**src/rtl/smoldvi_scanout_ctrl.sv**
```systemverilog
// Scanout scheduler: burst prefetch into a show-ahead pixel FIFO,
// one pop per rgb_rdy, position kept aligned across underflow.
module smoldvi_scanout_ctrl #(
   parameter int          H_PIXELS         = 640,
   parameter int          V_LINES          = 480,
   parameter int          BURST_LEN        = 8,
   parameter int          FIFO_DEPTH       = 32,
   parameter int          ADDR_W           = 20,
   parameter logic [23:0] UNDERFLOW_COLOUR = 24'hff00ff
) (
   input  logic                          clk_pix,
   input  logic                          rst,
   input  logic                          en,
   input  logic [ADDR_W-1:0]             fb_base,
   input  logic                          rgb_rdy,
   output logic [7:0]                    r,
   output logic [7:0]                    g,
   output logic [7:0]                    b,
   output logic                          fetch_req,
   output logic [ADDR_W-1:0]             fetch_addr,
   input  logic                          fetch_ack,
   input  logic                          pix_valid,
   input  logic [23:0]                   pix_data,
   output logic                          frame_start,
   output logic                          underflow,
   output logic [$clog2(FIFO_DEPTH):0]   level
);

   localparam int FRAME = H_PIXELS * V_LINES;
   localparam int PW    = $clog2(FIFO_DEPTH);
   localparam int LW    = PW + 1;
   localparam int CW    = $clog2(FRAME + 1);
   localparam int BW    = $clog2(BURST_LEN + 1);

   typedef enum logic [1:0] {IDLE, REQ, DATA, DRAIN} state_t;

   state_t              state;
   logic [23:0]         mem [FIFO_DEPTH];
   logic [PW-1:0]       wr_ptr;
   logic [PW-1:0]       rd_ptr;
   logic [CW-1:0]       fetch_cnt;
   logic [CW-1:0]       consume_cnt;
   logic [CW-1:0]       debt;
   logic [BW-1:0]       beats_left;
   logic [ADDR_W-1:0]   base_lat;
   logic [ADDR_W-1:0]   req_addr;
   logic [LW-1:0]       level_nxt;
   logic [23:0]         head;
   logic                beat;
   logic                uf;
   logic                pop;
   logic                discard;
   logic                debt_dec;
   logic                push;
   logic                credit_ok;
   logic                first;

   always_comb begin
      beat      = (state == DATA || state == DRAIN)
                  && pix_valid && beats_left != '0;
      uf        = rgb_rdy && level == '0;
      pop       = rgb_rdy && level != '0;
      debt_dec  = beat && state != DRAIN && (debt != '0 || uf);
      discard   = beat && (state == DRAIN || debt != '0 || uf);
      push      = beat && !discard;
      level_nxt = level + LW'(push) - LW'(pop);
      credit_ok = (int'(level_nxt) + BURST_LEN) <= FIFO_DEPTH;
      first     = fetch_cnt == '0;
      req_addr  = first ? fb_base : base_lat + ADDR_W'(fetch_cnt);
      head      = (level != '0) ? mem[rd_ptr] : UNDERFLOW_COLOUR;
   end

   assign {r, g, b} = head;

   always_ff @(posedge clk_pix) begin
      if (push) mem[wr_ptr] <= pix_data;
   end

   always_ff @(posedge clk_pix) begin
      if (rst) begin
         state       <= IDLE;
         fetch_req   <= 1'b0;
         fetch_addr  <= '0;
         frame_start <= 1'b0;
         underflow   <= 1'b0;
         level       <= '0;
         wr_ptr      <= '0;
         rd_ptr      <= '0;
         fetch_cnt   <= '0;
         consume_cnt <= '0;
         debt        <= '0;
         beats_left  <= '0;
         base_lat    <= '0;
      end else begin
         frame_start <= 1'b0;
         level       <= level_nxt;
         if (push) wr_ptr <= wr_ptr + PW'(1);
         if (pop) rd_ptr <= rd_ptr + PW'(1);
         if (beat) beats_left <= beats_left - BW'(1);
         if (uf) underflow <= 1'b1;
         if (rgb_rdy) begin
            consume_cnt <= (consume_cnt == CW'(FRAME - 1))
                           ? '0 : consume_cnt + CW'(1);
         end
         // debt counts underflowed positions whose beats are still due
         if (uf && !debt_dec) begin
            if (debt != CW'(FRAME)) debt <= debt + CW'(1);
         end else if (!uf && debt_dec) begin
            debt <= debt - CW'(1);
         end
         unique case (state)
            IDLE: begin
               if (en && credit_ok) begin
                  state      <= REQ;
                  fetch_req  <= 1'b1;
                  fetch_addr <= req_addr;
                  if (first) base_lat <= fb_base;
               end else if (!en && level != '0) begin
                  state <= DRAIN;
               end
            end
            REQ: begin
               if (fetch_ack) begin
                  state       <= DATA;
                  fetch_req   <= 1'b0;
                  beats_left  <= BW'(BURST_LEN);
                  frame_start <= first;
                  fetch_cnt   <= (fetch_cnt == CW'(FRAME - BURST_LEN))
                                 ? '0 : fetch_cnt + CW'(BURST_LEN);
               end
            end
            DATA: begin
               if (!en) begin
                  state <= DRAIN;
               end else if (beat && beats_left == BW'(1)) begin
                  if (credit_ok) begin
                     state      <= REQ;
                     fetch_req  <= 1'b1;
                     fetch_addr <= req_addr;
                     if (first) base_lat <= fb_base;
                  end else begin
                     state <= IDLE;
                  end
               end
            end
            DRAIN: begin
               // flush only once the outstanding burst has fully arrived
               if (beats_left == '0) begin
                  state       <= IDLE;
                  level       <= '0;
                  wr_ptr      <= '0;
                  rd_ptr      <= '0;
                  fetch_cnt   <= '0;
                  consume_cnt <= '0;
                  debt        <= '0;
                  underflow   <= 1'b0;
               end
            end
         endcase
      end
   end

endmodule

```
**config.mk**
```make
export PLATFORM = sky130hd
export DESIGN_NAME = smoldvi_scanout_ctrl
export DESIGN_NICKNAME = d
export VERILOG_FILES = /design/src/rtl/smoldvi_scanout_ctrl.sv
export SDC_FILE = /design/constraint.sdc
export NUM_CORES = 1
export LEC_CHECK = 0
export CAP_MARGIN = 20
export CORE_MARGIN = 5
export CORE_UTILIZATION = 35
export CTS_BUF_LIST = sky130_fd_sc_hd__clkbuf_4 sky130_fd_sc_hd__clkbuf_8 sky130_fd_sc_hd__clkbuf_16
export CTS_CLUSTER_DIAMETER = 150
export DETAILED_ROUTE_END_ITERATION = 7
export GPL_TIMING_DRIVEN = 0
export PLACE_DENSITY = 0.56
export SLEW_MARGIN = 25
export SYNTH_ARGS = -nofsm -noshare
export SYNTH_HDL_FRONTEND = slang
export SYNTH_SLANG_ARGS = --single-unit
```
**constraint.sdc**
```tcl
create_clock -name clk_pix -period 6.8 [get_ports clk_pix]
set_input_delay 1.36 -clock clk_pix [delete_from_list [all_inputs] [get_ports clk_pix]]
set_output_delay 1.36 -clock clk_pix [all_outputs]
set_load 0.01 [all_outputs]
```
==> results.json <==
{
  "grt_pass1_wl_mm": 139,
  "crit_chain": "clkdlybuf4s50_1 > nand2_1 > a2111oi_4 > nor4b_4 > inv_1 > ha_1 > inv_1 > ha_1 > fa_1 > nand3b_1 > and4_1 > nor2_1 > ha_1 > or4b_1 > a211o_1 > and3_1 > o21a_1 > clkbuf_1 > nor2_1 > buf_2 > a211oi_1",
  "worst_path_max_delay_cell": "clkdlybuf4s50_1",
  "fin_cells": 3572,
  "slowest_delay_ns": 0.50,
  "top_usage_layer": "met2",
  "synth.yosys.seq_area_share": 0.708,
  "min_to": "fetch_addr[4]$_SDFFE_PP0P_",
  "ys.flop_type": "edfxtp_1",
  "via_per_inst": 5.46,
  "ys_warn_count": 0,
  "tightest_slew_ns": 1.08,
  "path_max_fanout": 10,
  "end_kind": "flip-flop",
  "fin_tns_setup_ns": 0,
  "synth_mux_area_frac": 0.162,
  "power_density_nw_per_um2": 356,
  "first_iter_violations": 2220,
  "yosys.area_share.simple": 0.0512,
  "synth_edf_count": 768,
  "yosysTopAreaCell": "edfxtp_1",
  "path_buf_inv": 5,
  "p_int_mw": 10.6,
  "clock_power_share": 0.343,
  "outcome": "complete, no violations",
  "switchingPower_mw": 4.46,
  "wl_per_cell_microns": 26.6,
  "finClkSkew_ns": 0.0316,
  "syn_avg_cell_area_sq_um": 18.5,
  "hold_buffers": 0,
  "diodes": 0,
  "gp_congestion": 0.838,
  "ir_drop_mv": 0.235,
  "power_frac_comb": 0.256,
  "clock_path_buffers": 3,
  "clock_latency_ns": 0.67,
  "max_freq_ghz": 0.155,
  "synth_top_cells_by_count": "edfxtp_1, mux4_2, nor2_1",
  "hpwl_mm": 63.5,
  "synth_top_area_share": 0.652,
  "die_area_sq_um": 108000,
  "ys_seq_elements": 868,
  "die_w_microns": 328,
  "start_util": 0.353,
  "drc": 0,
  "cts_max_level": 3,
  "netlist_instances": 1911,
  "wirelength_mm": 94.9,
  "synth_cell_types": 78,
  "r2r_slack_ns": 0.70,
  "io_buffers": 102,
  "hold_viol": 0,
  "rsz0062_at_grt": "false",
  "layout-drive-gt1-share": 0.242,
  "crit_required_ns": 7.29,
  "grt_pass1_vias": 20021,
  "maxCapViolCount": 0,
  "synth_top_family_by_area": "multiplexers",
  "grtUsageMet1": 0.238,
  "leakage_nw": 13.1,
  "core_sq_um": 100000,
  "grt_overflow": 0,
  "async_flop_share": 0,
  "use_met2": 0.297,
  "crit_family": "simple AND/OR/NAND/NOR gates",
  "synthTopCellsByArea": "edfxtp_1, mux4_2, dfxtp_1",
  "pwr-share-seq": 0.400,
  "switching_share": 0.296,
  "design.portCount": 103,
  "syn_nets": 1998,
  "yosys.cell_count.top_type": "edfxtp_1",
  "nNetsFinal": 2228,
  "finalCriticalPeriod_ns": 6.47,
  "netlist_area_sq_um": 35400,
  "reg2reg_from": "level[2]$_SDFF_PP0_",
  "grt_use_total": 0.176,
  "clock-sinks": 868,
  "hold_depth": 2,
  "synthAdderAreaFrac": 0.0133,
  "tritoncts": "done",
  "antenna_found_initial": 8,
  "rows": 116,
  "fin_crit_sh": 0.951,
  "hold_class": "reg2reg",
  "cts_buffers": 93,
  "critPathKind": "in2reg",
  "crit_path_frequent_cell": "ha_1",
  "arrival_ns": 6.95,
  "drv_slew": 0,
  "synth_xor_area_frac": 0.0102,
  "dpl.cell_count": 3402,
  "setup_viol": 0,
  "grt_max_degree": 33,
  "ant_nets": 0,
  "slew_headroom": 0.283,
  "root_buffer": "clkbuf_16",
  "dr.pass1.iters": 5,
  "route.vias.total": 19501,
  "clk_pin_slew_ns": 0.06,
  "min-delay-start": "fetch_addr[4]$_SDFFE_PP0P_",
  "reg2regPathDepth": 22,
  "area_growth_syn_to_layout_pct": 19.5,
  "synth_compound_gate_area_share": 0.0396,
  "crit_path_start_kind": "primary input",
  "die_h_microns": 328,
  "rr_endpoint": "fetch_addr[16]$_SDFFE_PP0P_",
  "met3_usage": 0.0307
}
-- sequential cells by signal (all words and copies together) (netlist names) --
signal and cells:
mem 768, base_lat 20, fetch_addr 20, debt 19, fetch_cnt 16, level 6, rd_ptr 5, wr_ptr 5
beats_left 4, state 2, fetch_req 1, frame_start 1, underflow 1
-- tightest hold or removal path: stages (launching register included) --
cell and delay, ns:
dfxtp_1 0.31, nand2_1 0.05, o21ai_0 0.06
-- worst max-delay path by stage --
stage          slack [ns]  startpoint                          end  cells after the start
2_1_floorplan        0.83   pix_valid   fetch_addr[4]$_SDFFE_PP0P_                     20
3_3_place_gp        -0.88   pix_valid    base_lat[17]$_SDFFE_PP0P_                     21
3_5_place_dp        -0.97   pix_valid    base_lat[17]$_SDFFE_PP0P_                     21
4_1_cts              0.16   pix_valid    base_lat[17]$_SDFFE_PP0P_                     21
5_1_grt              0.04   pix_valid  fetch_addr[16]$_SDFFE_PP0P_                     21
6_report             0.33   pix_valid  fetch_addr[16]$_SDFFE_PP0P_                     21
-- cell type report --
class | instances | area, sq um
Sequential cell | 868 | 25100
Tap cell | 1357 | 1700
Multi-Input combinational cell | 911 | 10000
Clock buffer | 110 | 2470
Fill cell | 8744 | 58000
Buffer | 104 | 452
Timing Repair Buffer | 135 | 1790
Clock inverter | 59 | 661
Inverter | 28 | 105
-- power groups by stage --
stage / Sequential [mW] / Combinational [mW] / Clock [mW]
after detailed placement: 6.13 / 3.88 / 0
after global routing: 6.03 / 4.16 / 5.49
final: 6.02 / 3.86 / 5.16
after global placement: 6.13 / 3.82 / 0
after CTS: 6.02 / 3.89 / 5.26
after floorplan: 6.13 / 2.42 / 0
-- through the flow --
step / setup slack [ns] / hold slack (ns) / cell area [sq um] / total power [mW] / util
2_1_floorplan: 0.834 / 0.443 / 35400 / 8.55 / -
3_3_place_gp: -0.876 / 0.445 / 38100 / 9.94 / 0.380
3_5_place_dp: -0.970 / 0.459 / 39200 / 10.0 / 0.391
4_1_cts: 0.160 / 0.474 / 42400 / 15.2 / 0.422
5_1_grt: 0.0429 / 0.499 / 42300 / 15.7 / 0.422
6_report: 0.335 / 0.468 / 42300 / 15.0 / 0.422
-- routing by layer --
metal	vias up	share of wire
met1	10313	0.42
met2	667	0.49
met3	157	0.062
met4	4	0.024
li1	8360	-
met5	-	0.00028
-- layout by cell type (no fill, tap or decap), drive strengths merged, types with 10 or more instances in the layout --
| cell | n |
|---|---|
| edfxtp | 768 |
| mux4 | 240 |
| clkbuf | 188 |
| nor2 | 114 |
| dfxtp | 100 |
| clkdlybuf4s50 | 83 |
| buf | 78 |
| nand2 | 66 |
| a21oi | 65 |
| nand4 | 40 |
| clkinv | 40 |
| ha | 36 |
| mux2i | 33 |
| inv | 33 |
| nand3 | 27 |
| xnor2 | 27 |
| o21ai | 27 |
| o31ai | 24 |
| or3 | 16 |
| xor2 | 14 |
| nor3 | 14 |
| a211oi | 14 |
| a31oi | 13 |
| nor4 | 11 |
| bufinv | 11 |
| and3 | 10 |
-- cell families after synthesis --
kind of cell,count (synthesis)
XOR/XNOR,41
buffers and inverters,132
multiplexers,274
AO/OA/AOI/OAI,208
adder cells (fa/ha/maj),37
AND/OR/NAND/NOR,351
flip-flops,868
-- timing repair --
action | 4_1_cts | 5_1_grt
pin swaps | 0 | 0
setup buffers | 1 | 0
gates resized for setup | 0 | 5
setup endpoints to repair | 41 | 40
Power figures use the tool's default switching activity.
